==> src/rtl/rv32i_types.sv <==
// Shared types for the icache line adaptor: FSM state encoding and memory burst geometry.
package rv32i_types;

  localparam int BURST_W   = 64;
  localparam int BURST_LEN = 4;

  typedef enum logic [1:0] {
    IDLE  = 2'd0,
    BURST = 2'd1,
    DONE  = 2'd2
  } adaptor_state_t;

endpackage

==> src/rtl/icache_line_adaptor_line_assembler.sv <==
// Beat counter plus line register: each accepted memory beat lands in the next
// BURST_W slice of the line, beat 0 in the lowest bits.
module line_assembler #(
  parameter int S_LINE  = 256,
  parameter int BURST_W = 64
) (
  input  logic               clk,
  input  logic               rst_n,
  input  logic               clear_i,
  input  logic               beat_en_i,
  input  logic [BURST_W-1:0] beat_data_i,
  output logic [S_LINE-1:0]  line_o,
  output logic               last_beat_o
);

  localparam int BEATS = S_LINE / BURST_W;
  localparam int CNT_W = (BEATS > 1) ? $clog2(BEATS) : 1;

  logic [CNT_W-1:0]  cnt_q, cnt_d;
  logic [S_LINE-1:0] line_q, line_d;

  // Clearing only rewinds the counter; the previous line stays visible until overwritten.
  always_comb begin
    cnt_d  = cnt_q;
    line_d = line_q;
    if (clear_i) begin
      cnt_d = '0;
    end else if (beat_en_i) begin
      line_d[int'(cnt_q) * BURST_W +: BURST_W] = beat_data_i;
      cnt_d = cnt_q + 1'b1;
    end
  end

  always_ff @(posedge clk or negedge rst_n) begin
    if (!rst_n) begin
      cnt_q  <= '0;
      line_q <= '0;
    end else begin
      cnt_q  <= cnt_d;
      line_q <= line_d;
    end
  end

  assign line_o      = line_q;
  assign last_beat_o = beat_en_i && !clear_i && (cnt_q == CNT_W'(BEATS - 1));

endmodule

==> src/rtl/icache_line_adaptor.sv <==
// Turns an icache line miss into a BURST_LEN-beat memory burst and returns the assembled line.
// Optional last-line buffer enabled with ICACHE_LINE_ADAPTOR_LBUF_EN.
module icache_line_adaptor
  import rv32i_types::*;
#(
  parameter int S_OFFSET = 5,
  parameter int S_LINE   = rv32i_types::BURST_LEN * rv32i_types::BURST_W,
  parameter int BURST_W  = rv32i_types::BURST_W
) (
  input  logic               clk,
  input  logic               rst_n,
  input  logic               line_read,
  input  logic [31:0]        line_addr,
  output logic [S_LINE-1:0]  line_rdata,
  output logic               line_resp,
  output logic [31:0]        burst_addr,
  output logic               burst_read,
  input  logic [BURST_W-1:0] burst_rdata,
  input  logic               burst_resp,
  output adaptor_state_t     dbg_state
);

  // Handshake: line_read is held by the icache until the one-cycle line_resp strobe;
  // burst_resp qualifies burst_rdata on any edge while burst_read is high.

  adaptor_state_t state_q, state_d;
  logic [31:0]    addr_q, addr_d;
  logic           clear, beat_en, last_beat, lbuf_hit;
  logic           unused_addr_bits;

  assign unused_addr_bits = ^line_addr[S_OFFSET-1:0];

  line_assembler #(
    .S_LINE  (S_LINE),
    .BURST_W (BURST_W)
  ) u_asm (
    .clk         (clk),
    .rst_n       (rst_n),
    .clear_i     (clear),
    .beat_en_i   (beat_en),
    .beat_data_i (burst_rdata),
    .line_o      (line_rdata),
    .last_beat_o (last_beat)
  );

  assign beat_en = (state_q == BURST) && burst_resp;

  always_comb begin
    state_d = state_q;
    addr_d  = addr_q;
    clear   = 1'b0;
    case (state_q)
      IDLE: begin
        if (line_read) begin
          addr_d = {line_addr[31:S_OFFSET], {S_OFFSET{1'b0}}};
          if (lbuf_hit) begin
            state_d = DONE;
          end else begin
            clear   = 1'b1;
            state_d = BURST;
          end
        end
      end
      BURST:   if (last_beat) state_d = DONE;
      DONE:    state_d = IDLE;
      default: state_d = IDLE;
    endcase
  end

  always_ff @(posedge clk or negedge rst_n) begin
    if (!rst_n) begin
      state_q <= IDLE;
      addr_q  <= '0;
    end else begin
      state_q <= state_d;
      addr_q  <= addr_d;
    end
  end

`ifdef ICACHE_LINE_ADAPTOR_LBUF_EN
  localparam int TAG_W = 32 - S_OFFSET;

  logic             lbuf_valid_q, lbuf_valid_d;
  logic [TAG_W-1:0] lbuf_tag_q, lbuf_tag_d;

  assign lbuf_hit = lbuf_valid_q && (lbuf_tag_q == line_addr[31:S_OFFSET]);

  // A starting burst overwrites the line, so the buffered tag is dropped until it completes.
  always_comb begin
    lbuf_valid_d = lbuf_valid_q;
    lbuf_tag_d   = lbuf_tag_q;
    if (clear) begin
      lbuf_valid_d = 1'b0;
    end else if (last_beat) begin
      lbuf_valid_d = 1'b1;
      lbuf_tag_d   = addr_q[31:S_OFFSET];
    end
  end

  always_ff @(posedge clk or negedge rst_n) begin
    if (!rst_n) begin
      lbuf_valid_q <= 1'b0;
      lbuf_tag_q   <= '0;
    end else begin
      lbuf_valid_q <= lbuf_valid_d;
      lbuf_tag_q   <= lbuf_tag_d;
    end
  end
`else
  assign lbuf_hit = 1'b0;
`endif

  assign burst_read = (state_q == BURST);
  assign burst_addr = burst_read ? addr_q : 32'h0;
  assign line_resp  = (state_q == DONE);
  assign dbg_state  = state_q;

endmodule

==> config.mk <==
export PLATFORM = sky130hd
export DESIGN_NAME = icache_line_adaptor
export DESIGN_NICKNAME = d
export VERILOG_FILES = /design/src/rtl/rv32i_types.sv /design/src/rtl/icache_line_adaptor_line_assembler.sv /design/src/rtl/icache_line_adaptor.sv
export SDC_FILE = /design/constraint.sdc
export NUM_CORES = 1
export LEC_CHECK = 0
export BUFFER_PORTS_ARGS = -buffer_cell sky130_fd_sc_hd__buf_2
export CORE_MARGIN = 1
export CORE_UTILIZATION = 52
export CTS_CLUSTER_DIAMETER = 30
export DETAILED_ROUTE_END_ITERATION = 6
export GPL_TIMING_DRIVEN = 0
export HOLD_SLACK_MARGIN = 0.06
export PLACE_DENSITY = 0.9
export REMOVE_ABC_BUFFERS = 1
export SLEW_MARGIN = 30
export SYNTH_ARGS = -nofsm -noshare
export SYNTH_HDL_FRONTEND = slang
export SYNTH_HIERARCHICAL = 1
export SYNTH_SLANG_ARGS = --single-unit
==> constraint.sdc <==
create_clock -name clk -period 3 [get_ports clk]
set_input_delay 0.3 -clock clk [delete_from_list [all_inputs] [get_ports clk]]
set_output_delay 0.3 -clock clk [all_outputs]
set_load 0.01 [all_outputs]
==> run_results.csv, run 1 <==
group,metric,value,unit
status,status,"finished clean",
worst_setup_path,worstPathMaxFanout,61,
power_and_ir_drop,p_leak,8.68,nW
floorplanning,row_count,58,
sta,fin_skew,0.0290,ns
drt,vias,12700,
cts,cts_tree,"built",
sta,rsz0062_at_grt,"no",
cts,insertion_delay,0.55,ns
sta,final_hold_viol_count,0,
cts,max-clock-path-buffers,3,
cells_and_area,fill_cells,1470,
floorplanning,initial_core_util,53.1,%
power_and_ir_drop,seqPwrFrac,29.8,%
sta,tightest_slew,0.852,ns
floorplanning,coreArea,25200,um^2
worst_setup_path,path_delay_family,"buffers and inverters",
drt,vias_per_cell,6.24,
yosys,yosys_warnings,6,
floorplanning,die_h,162,um
yosys,ys_seq_area_share,53.7,%
worst_setup_path,crit_top_cell,"buf_16",
cts,cts_root_buf,"clkbuf_16",
global_routing,grt_overflow,0,
worst_setup_path,cp.arrival,3.31,ns
sta,finalSetupViolations,0,
cts,htreeDepth,2,
cells_and_area,post-route-util,73.0,%
power_and_ir_drop,switching_share,41.8,%
worst_hold_path,hold_path.class,"input pin to flop",
power_and_ir_drop,clkPwrFrac,28.0,%
placed_design,dp_cells,1861,
cts,numCtsBuffers,53,
placed_design,hpwl,26.0,mm
power_and_ir_drop,ir_drop,0.890,mV
worst_setup_path,cp.required,3.41,ns
cells_and_area,instances_no_fill,2043,
sta,post-route-period-util,96.8,%
floorplanning,die_area,26400,um^2
power_and_ir_drop,power.density,1210,nW/um^2
placed_design,pre_cts_slack,-0.606,ns
global_routing,grt_max_degree,84,
global_routing,antenna_found_initial,0,
flow_run,max-cap-violations,0,
power_and_ir_drop,intPower,12.9,mW
drt,routed_wl,49.5,mm
worst_setup_path,cp-end-kind,"flop",
drt,route.detailed.drc,0,
worst_setup_path,cpMaxStageDelayCell,"dfrtp_4",
floorplanning,dieWidth,162,um
sta,fmax,0.344,GHz
yosys,syn-cell-area,13400,um^2
placed_design,routabilityCongestion,0.811,
cts,cts_sinks,287,
drt,drt_iter0_drc,1680,
yosys,synth_cells,1247,
yosys,avgSynthCellArea,10.7,um^2
placed_design,port_buffers,381,
worst_setup_path,cp_cell_sequence,"inv_1 > ha_4 > buf_16 > or4b_4 > buf_16 > o32ai_1",
cts,clkSlewWorstSetupHoldPaths,0.05,ns
power_and_ir_drop,total_power,22.2,mW
sta,setup_ws,0.0953,ns
drt,wl_per_cell,24.2,um
power_and_ir_drop,p_switching,9.26,mW
yosys,ys_ff_latch,287,
cells_and_area,finish.net_count,1775,
drt,postRouteAntennaNets,0,
cells_and_area,diodes,0,
sta,hold_slack,0.0759,ns
yosys,synth_top_area_cell,"dfrtp_1",
worst_setup_path,critical_path_class,"flop to flop",
cells_and_area,syn2layout_area_growth,37.5,%
sta,drv_slew,0,
yosys,synth.distinct_cells,33,
drt,firstDrtPassIters,6,
global_routing,grt_pass1_vias,13200,
global_routing,grt_use_total,36.3,%
worst_setup_path,critical_path.startpoint_type,"flop",
cells_and_area,final_layout_size_suffix_gt1_share,36.5,%
floorplanning,pin_count,392,
worst_setup_path,max_stage_delay,0.68,ns
yosys,ys_top_cells_by_area,"dfrtp_1 54%, o32ai_1 12%, o32ai_2 6.9%",
worst_setup_path,crit_buf_inv,3,
sta,min_period,2.90,ns
sta,slew_headroom,43.2,%
power_and_ir_drop,combPwrFrac,42.2,%
global_routing,grt_pass1_wl,73.7,mm
yosys,synth_top_area_share,53.7,%
==> final cells by class <==
class | count | area (um^2) | share of cell area [%]
flip-flops and latches | 287 | 7190 | 39.1
multi-input cells | 600 | 4780 | 26.0
repair buffers | 486 | 3220 | 17.5
clock buffers | 60 | 1410 | 7.69
inverters | 242 | 908 | 4.94
clock inverters | 38 | 465 | 2.53
well taps | 330 | 413 | 2.25
==> worst paths after layout <==
path                                                from                            end  slack [ns]  cells after the start
min reg2reg                u_asm/line_o[161]$_DFFE_PN0P_  u_asm/line_o[161]$_DFFE_PN0P_        0.50                      2
max in group asynchronous                          rst_n     u_asm/cnt_q[0]$_DFFE_PN0P_        1.45                      4
max                           u_asm/cnt_q[0]$_DFFE_PN0P_  u_asm/line_o[131]$_DFFE_PN0P_         0.1                      6
min in group asynchronous                          rst_n  u_asm/line_o[176]$_DFFE_PN0P_        0.31                      2
min                                      burst_rdata[33]   u_asm/line_o[33]$_DFFE_PN0P_        0.08                      3
max reg2reg                   u_asm/cnt_q[0]$_DFFE_PN0P_  u_asm/line_o[131]$_DFFE_PN0P_         0.1                      6
==> per-layer routing <==
| layer | share of wire [%] | up-vias | GRT usage [%] | routed length [um] |
|---|---|---|---|---|
| met3 | 11 | 283 | 8.84 | 5680 |
| li1 | - | 5128 | - | - |
| met5 | 0 | - | 0 | 0 |
| met4 | 6.3 | 0 | 23.7 | 3100 |
| met2 | 48 | 1229 | 59.1 | 23600 |
| met1 | 35 | 6107 | 42.9 | 17100 |
==> synth_stat cells, drive strengths merged <==
| cell | n |
|---|---|
| a21oi | 1 |
| and2 | 29 |
| and2b | 1 |
| and3b | 4 |
| and4b | 8 |
| and4bb | 1 |
| buf | 63 |
| clkbuf | 61 |
| conb | 1 |
| dfrtp | 287 |
| ha | 5 |
| inv | 242 |
| mux2 | 43 |
| mux2i | 1 |
| nand2 | 240 |
| nand2b | 3 |
| nand4bb | 2 |
| nor2 | 2 |
| nor2b | 1 |
| nor3b | 1 |
| nor4bb | 7 |
| o32ai | 240 |
| or2 | 1 |
| or3b | 1 |
| or4b | 1 |
| xnor2 | 1 |
==> sequential cells by signal, indices dropped and copies added, names as in the netlist <==
register      cells
u_asm/line_o    256
addr_q           27
dbg_state         2
u_asm/cnt_q       2
==> stage by stage <==
| step | TNS (ns) | cell area (um^2) |
|---|---|---|
| 3_3_place_gp | -2485.27 | 15000 |
| 3_5_place_dp | -46.34 | 15700 |
| 5_1_grt | 0 | 18400 |
| 4_1_cts | 0 | 18400 |
| 6_report | 0 | 18400 |
| 2_1_floorplan | -826.88 | 12700 |
==> what timing repair did <==
item	CTS	global route
endpoints found under the setup margin	213	30
gates cloned	1	1
pin swaps	1	1
hold endpoints to repair	193	0
hold buffers	80	0
setup buffers	2	0
gates resized for setup	4	1
==> kinds of logic after synthesis <==
| logic type | after synthesis | share of synthesized area, % |
|---|---|---|
| compound gates | 241 | 19.4 |
| xor+xnor | 1 | 0.0655 |
| fa+ha+maj | 5 | 0.468 |
| buf+inv | 366 | 11.8 |
| flops | 287 | 53.7 |
| mux | 44 | 4.23 |
| other cells | 1 | 0.0280 |
| simple gates | 302 | 10.3 |
==> power by group through the flow <==
| stage | Clock [mW] | Combinational (mW) | Sequential [mW] |
|---|---|---|---|
| after CTS | 6.20 | 8.95 | 6.48 |
| after detailed placement | 0 | 8.66 | 6.44 |
| final | 6.21 | 9.36 | 6.60 |
| after floorplan | 0 | 3.93 | 7.03 |
| after global routing | 6.44 | 9.75 | 6.73 |
| after global placement | 0 | 7.68 | 6.32 |
==> cell usage in the layout, fill, tap and decap left out, drive strengths merged, types with 2 or more instances in the layout <==
| master | count |
|---|---|
| clkbuf | 60 |
| buf | 406 |
| dlygate4sd3 | 80 |
| dfrtp | 287 |
| ha | 5 |
| and4b | 8 |
| nand4bb | 3 |
| and3b | 4 |
| o32ai | 240 |
| conb | 5 |
| or4b | 2 |
| nand2b | 3 |
| nor2 | 2 |
| inv | 250 |
| clkinv | 17 |
| bufinv | 7 |
| and2 | 29 |
| nor4bb | 7 |
| nand2 | 240 |
| mux2 | 43 |
| clkinvlp | 6 |
==> worst reg2reg max path, stage by stage (launching register included) <==
cell	delay (ns)
dfrtp_4	0.68
inv_1	0.23
ha_4	0.35
buf_16	0.26
or4b_4	0.64
buf_16	0.24
o32ai_1	0.38
Power figures use the tool's default switching activity.
==> inputs of run 2 (changes only) <==
--- a/config.mk
+++ b/config.mk
@@ -5,9 +5,10 @@
 export SDC_FILE = /design/constraint.sdc
 export NUM_CORES = 1
 export LEC_CHECK = 0
+export ABC_AREA = 1
 export BUFFER_PORTS_ARGS = -buffer_cell sky130_fd_sc_hd__buf_2
 export CORE_MARGIN = 1
-export CORE_UTILIZATION = 52
+export CORE_UTILIZATION = 51
 export CTS_CLUSTER_DIAMETER = 30
 export DETAILED_ROUTE_END_ITERATION = 6
 export GPL_TIMING_DRIVEN = 0
==> run_results.csv, run 2 <==
group,metric,value,unit
floorplanning,die_h,157,um
yosys,synth_cells,1533,
yosys,yosys.area_share.simple,33.4,%
sta,rsz0062_at_grt,"yes",
sta,min_period,2.89,ns
yosys,yosys.area_share.xor_xnor,0,%
yosys,async_reset_ff_share,100,%
yosys,synthMuxAreaShare,0,%
global_routing,grt_use_total,36.1,%
global_routing,grt_pass1_vias,13400,
sta,tightest_slew,0.825,ns
power_and_ir_drop,p_switching,7.08,mW
placed_design,hpwl,24.9,mm
worst_hold_path,hold_depth,3,
worst_setup_path,path_delay_family,"simple AND/OR/NAND/NOR gates",
yosys,synth_fa_ha_area_share,0.510,%
worst_setup_path,cp.arrival,3.37,ns
yosys,ys_ff_latch,287,
power_and_ir_drop,intPower,11.5,mW
yosys,synth_top_area_share,58.6,%
global_routing,grt_overflow,0,
cts,cts_sinks,287,
yosys,synth.distinct_cells,19,
worst_setup_path,worstPathMaxFanout,34,
yosys,synth_common_cells,"717 x nand2_1, 287 x dfrtp_1, 155 x nor2_1, 153 x nand3_1, 109 x inv_1",
yosys,avgSynthCellArea,7.99,um^2
sta,fmax,0.346,GHz
sta,finalSetupViolations,0,
cts,cts_root_buf,"clkbuf_16",
yosys,synth_top_area_cell,"dfrtp_1",
power_and_ir_drop,combPwrFrac,32.7,%
cts,cts_tree,"built",
drt,postRouteAntennaNets,0,
worst_setup_path,critical_path_class,"flop to flop",
drt,routed_wl,45.6,mm
power_and_ir_drop,p_leak,10.7,nW
global_routing,antenna_found_initial,3,
yosys,synth_compound_area_share,0.133,%
status,status,"finished clean",
power_and_ir_drop,switching_share,38.2,%
worst_setup_path,ff2ff_path_depth,10,
worst_setup_path,crit_buf_inv,4,
sta,fin_skew,0.0124,ns
global_routing,grt_pass1_wl,68.8,mm
power_and_ir_drop,clkPwrFrac,34.9,%
cells_and_area,final_layout_size_suffix_gt1_share,25.4,%
cts,max-clock-path-buffers,3,
worst_setup_path,crit_end,"u_asm/line_o[215]$_DFFE_PN0P_",
cells_and_area,layout_common_cells,"715 x nand2_1, 380 x buf_2, 286 x dfrtp_1",
worst_setup_path,r2r-end,"u_asm/line_o[215]$_DFFE_PN0P_",
cts,insertion_delay,0.54,ns
worst_setup_path,cp_cell_sequence,"nor2_4 > nand2_8 > inv_1 > inv_1 > nand3_4 > buf_12 > nor2_4 > buf_16 > nand2_1 > nand2_1",
worst_setup_path,crit_path_start,"dbg_state[0]$_DFFE_PN0P_",
sta,drv_slew,0,
cells_and_area,finish.net_count,2092,
worst_setup_path,cp.depth,10,
cells_and_area,largest_reg_flops,256,
floorplanning,die_area,24700,um^2
sta,post-route-period-util,96.5,%
yosys,synth.most_common_cell,"nand2_1",
cells_and_area,fill_cells,1462,
drt,drt_iter0_drc,1503,
global_routing,grt_max_degree,92,
yosys,ys_seq_area_share,58.6,%
drt,route.detailed.drc,0,
worst_setup_path,r2r-start,"dbg_state[0]$_DFFE_PN0P_",
floorplanning,initial_core_util,52.1,%
drt,vias,13200,
power_and_ir_drop,total_power,18.5,mW
worst_hold_path,hold_path.class,"input pin to flop",
placed_design,routabilityCongestion,0.893,
drt,vias_per_cell,5.60,
yosys,synth_edf_count,0,
worst_setup_path,cp-end-kind,"flop",
cts,numCtsBuffers,52,
yosys,yosys_warnings,6,
placed_design,port_buffers,381,
cts,htreeDepth,2,
sta,hold_slack,0.0767,ns
flow_run,max-cap-violations,0,
cells_and_area,final_common_cell,"nand2_1",
sta,final_hold_viol_count,0,
floorplanning,pin_count,392,
yosys,syn-cell-area,12300,um^2
power_and_ir_drop,seqPwrFrac,32.4,%
sta,slew_headroom,45.0,%
worst_setup_path,rrSetupSlack,0.11,ns
power_and_ir_drop,power.density,1060,nW/um^2
floorplanning,row_count,56,
worst_setup_path,cpMaxStageDelayCell,"dfrtp_1",
floorplanning,dieWidth,157,um
worst_setup_path,max_stage_delay,0.51,ns
worst_setup_path,critical_path.startpoint_type,"flop",
drt,wl_per_cell,19.4,um
cts,clkSlewWorstSetupHoldPaths,0.05,ns
worst_setup_path,cp.required,3.47,ns
floorplanning,coreArea,23500,um^2
yosys,synth_top_family_by_area,"simple AND/OR/NAND/NOR gates",
cells_and_area,syn2layout_area_growth,42.8,%
drt,firstDrtPassIters,6,
yosys,synth-main-ff-cell,"dfrtp_1",
yosys,ys_top_cells_by_area,"dfrtp_1 59%, nand2_1 22%, nand3_1 6.2%",
power_and_ir_drop,ir_drop,0.809,mV
## run 2: changes by cell type after synthesis, moves of 12 or more
| cell | previous run | this run |
|---|---|---|
| nor2_1 | 2 | 155 |
| buf_1 | 14 | 2 |
| clkbuf_1 | 61 | 18 |
| o32ai_2 | 57 | 0 |
| mux2_4 | 19 | 0 |
| buf_2 | 26 | 62 |
| inv_1 | 242 | 109 |
| o32ai_1 | 180 | 0 |
| buf_6 | 16 | 2 |
| mux2_2 | 24 | 0 |
| nand2_1 | 240 | 717 |
| nand3_1 | 0 | 153 |
| and2_1 | 29 | 0 |
## run 2: area by class of cell
cell class	count	area (um^2)	share of cell area (%)
Antenna cell	3	7.51	0.0429
Clock buffer	59	1380	7.87
Clock inverter	38	568	3.24
Inverter	113	437	2.49
Multi-Input combinational cell	1045	4300	24.6
Sequential cell	287	7190	41.0
Tap cell	319	399	2.28
Timing Repair Buffer	488	3230	18.5
## run 2: cells by family (layout without fill, tap and decap cells)
kind of cell               Yosys count  in the layout
other                                1              8
and+or+nand+nor                   1031           1032
DFF                                287            287
buffers and inverters              206            698
AOI/OAI and AO/OA                    3              3
adders and majority gates            5              5
## run 2: timing repair
item / in CTS / in global routing
endpoints found under the setup margin: 257 / 221
buffers inserted: 3 / 1
endpoints found under the hold margin: 285 / 0
resized for setup: 4 / 5
pin swaps: 3 / 2
hold buffers: 89 / 0
gates cloned: 0 / 1
## run 2: how the worst min path moves through the flow
stage / start / slack, ns / endpoint
after floorplan: rst_n / 0.004 / addr_q[10]$_DFFE_PN0P_
after global placement: u_asm/line_o[2]$_DFFE_PN0P_ / 0.45 / u_asm/line_o[2]$_DFFE_PN0P_
after detailed placement: rst_n / 0.19 / addr_q[10]$_DFFE_PN0P_
after CTS: burst_rdata[12] / 0.06 / u_asm/line_o[12]$_DFFE_PN0P_
after global routing: burst_rdata[12] / 0.09 / u_asm/line_o[12]$_DFFE_PN0P_
final: burst_rdata[12] / 0.08 / u_asm/line_o[12]$_DFFE_PN0P_
## run 2: power by group through the flow
stage               Combinational [mW]  Sequential (mW)  Clock, mW
finish                            6.06             6.02       6.46
global route                      6.45             6.13       6.69
CTS                               5.70             5.94       6.47
detailed placement                5.48             5.93          0
global placement                  5.05             5.87          0
floorplan                         2.29             6.35          0
## run 2: stage by stage
stage | worst slack (ns) | std cells | setup TNS (ns) | area (um^2) | utilization (%)
floorplan | -1.37 | 1444 | -196.17 | 11800 | -
global placement | -5.03 | 2144 | -1878.94 | 14100 | 59.9
detailed placement | -0.706 | 2158 | -99.12 | 14500 | 61.8
CTS | 0.0402 | 2347 | 0 | 17400 | 74.1
global route | -0.0552 | 2352 | -0.0552 | 17500 | 74.4
finish | 0.106 | 2352 | 0 | 17500 | 74.4
## run 2: per-layer routing
metal | track usage (%) | part of all wire (%) | vias to the layer above
li1 | - | - | 5544
met1 | 40.8 | 33 | 6127
met5 | 0 | 0 | -
met2 | 59.4 | 48 | 1195
met4 | 26.0 | 6.8 | 0
met3 | 9.31 | 11 | 310
## run 2: tightest hold or removal path: cells and delay by family
family,cells,cell delay (ns)
buffers and inverters,1,0.12
and+or+nand+nor,2,0.17
==> inputs of run 3 (changes only) <==
--- a/config.mk
+++ b/config.mk
@@ -13,6 +13,7 @@
 export DETAILED_ROUTE_END_ITERATION = 6
 export GPL_TIMING_DRIVEN = 0
 export HOLD_SLACK_MARGIN = 0.06
+export MAX_ROUTING_LAYER = met4
 export PLACE_DENSITY = 0.9
 export REMOVE_ABC_BUFFERS = 1
 export SLEW_MARGIN = 30
==> run_results.csv, run 3 (synthesis results as in run 2) <==
group,metric,value,unit
sta,rsz0062_at_grt,"yes",
drt,routed_wl,45.7,mm
global_routing,grt_use_total,37.1,%
cts,numCtsBuffers,52,
worst_setup_path,critical_path_class,"flop to flop",
floorplanning,row_count,56,
drt,route.detailed.drc,0,
sta,post-route-period-util,98.7,%
cells_and_area,fill_cells,1453,
worst_hold_path,hold_path.class,"input pin to flop",
global_routing,grt_overflow,0,
placed_design,port_buffers,381,
drt,firstDrtPassIters,7,
cts,max-clock-path-buffers,3,
flow_run,max-cap-violations,0,
sta,fin_skew,0.0117,ns
sta,fmax,0.338,GHz
sta,hold_slack,0.0820,ns
worst_setup_path,cp-end-kind,"flop",
floorplanning,coreArea,23500,um^2
worst_setup_path,worstPathMaxFanout,39,
power_and_ir_drop,power.density,1060,nW/um^2
placed_design,pre_cts_slack,-0.706,ns
placed_design,placedInstanceArea,14500,um^2
drt,postRouteAntennaNets,0,
cells_and_area,syn2layout_area_growth,42.8,%
worst_setup_path,critical_path.startpoint_type,"flop",
sta,min_period,2.96,ns
status,status,"finished clean",
power_and_ir_drop,ir_drop,0.810,mV
sta,drv_slew,0,
floorplanning,initial_core_util,52.1,%
cells_and_area,final_layout_size_suffix_gt1_share,25.4,%
global_routing,antenna_found_initial,3,
floorplanning,pin_count,392,
cts,cts_tree,"built",
sta,setup_ws,0.0402,ns
drt,drt_iter0_drc,1494,
power_and_ir_drop,p_leak,10.7,nW
drt,vias,13200,
cells_and_area,final_common_cell,"nand2_1",
sta,finalSetupViolations,0,
floorplanning,die_h,157,um
sta,slew_headroom,45.5,%
worst_setup_path,cp.required,3.49,ns
cts,htreeDepth,2,
cells_and_area,layout_common_cells,"715 x nand2_1, 380 x buf_2, 286 x dfrtp_1",
global_routing,grt_max_degree,92,
cts,cts_root_buf,"clkbuf_16",
sta,tightest_slew,0.817,ns
global_routing,grt_pass1_vias,13400,
placed_design,routabilityCongestion,0.908,
cells_and_area,largest_reg_flops,256,
placed_design,hpwl,24.9,mm
drt,wl_per_cell,19.4,um
cells_and_area,post-route-util,74.3,%
worst_setup_path,cp.arrival,3.45,ns
global_routing,grt_pass1_wl,68.6,mm
cts,clkSlewWorstSetupHoldPaths,0.05,ns
cts,insertion_delay,0.55,ns
cts,cts_sinks,287,
floorplanning,dieWidth,157,um
floorplanning,die_area,24700,um^2
cells_and_area,finish.net_count,2093,
drt,vias_per_cell,5.60,
sta,final_hold_viol_count,0,
cells_and_area,stdcell_area,17500,um^2
run 3: metal layers:
layer	vias up	global-route usage [%]	part of all wire, %
li1	5543	-	-
met5	-	-	0
met2	1188	59.5	48
met3	298	8.70	11
met4	0	26.0	6.7
met1	6158	40.9	34
run 3: repair_timing:
item                       4_1_cts  5_1_grt
resized for setup                4        3
pin swaps                        3        3
buffers inserted                 3        1
setup endpoints to repair      257      207
hold endpoints to repair       285        0
gates cloned                     0        2
hold buffers                    89        0
run 3: power breakdown:
part / switching, mW / internal, mW / leakage [nW]
Sequential: 0.897 / 5.12 / 3.92
Combinational: 4.02 / 2.03 / 5.83
Clock: 2.17 / 4.30 / 0.948
Total: 7.08 / 11.5 / 10.7
run 3: area by class of cell:
cell class,instances,area [um^2],area share (%)
flip-flops and latches,287,7190,41.1
multi-input cells,1046,4300,24.6
repair buffers,488,3230,18.5
clock buffers,59,1380,7.87
clock inverters,38,568,3.25
inverters,113,437,2.49
well taps,319,399,2.28
diodes,3,7.51,0.0429
run 3: stage by stage:
| stage | setup TNS (ns) | total power, mW | cells |
|---|---|---|---|
| finish | 0 | 18.5 | 2353 |
| global placement | -1878.94 | 10.9 | 2144 |
| CTS | 0 | 18.1 | 2347 |
| detailed placement | -99.12 | 11.4 | 2158 |
| global route | -0.0926 | 19.3 | 2353 |
| floorplan | -196.17 | 8.64 | 1444 |
run 3: critical path: stages, from the launching register on:
cell	delay, ns
dfrtp_1	0.48
nor2_4	0.15
nand2_4	0.31
inv_1	0.10
inv_1	0.33
nand3_4	0.46
buf_12	0.35
nor2_4	0.17
buf_12	0.13
buf_16	0.16
nand2_1	0.12
nand2_1	0.07
run 3: path summary, 6_finish.rpt:
kind / from / endpoint / slack [ns] / depth (start not counted)
min in group asynchronous: rst_n / addr_q[10]$_DFFE_PN0P_ / 0.22 / 2
hold reg to reg: u_asm/line_o[160]$_DFFE_PN0P_ / u_asm/line_o[160]$_DFFE_PN0P_ / 0.47 / 2
setup / recovery: dbg_state[0]$_DFFE_PN0P_ / u_asm/line_o[89]$_DFFE_PN0P_ / 0.04 / 11
hold / removal: burst_rdata[12] / u_asm/line_o[12]$_DFFE_PN0P_ / 0.08 / 3
max in group asynchronous: rst_n / u_asm/line_o[42]$_DFFE_PN0P_ / 1.60 / 4
setup reg to reg: dbg_state[0]$_DFFE_PN0P_ / u_asm/line_o[89]$_DFFE_PN0P_ / 0.04 / 11
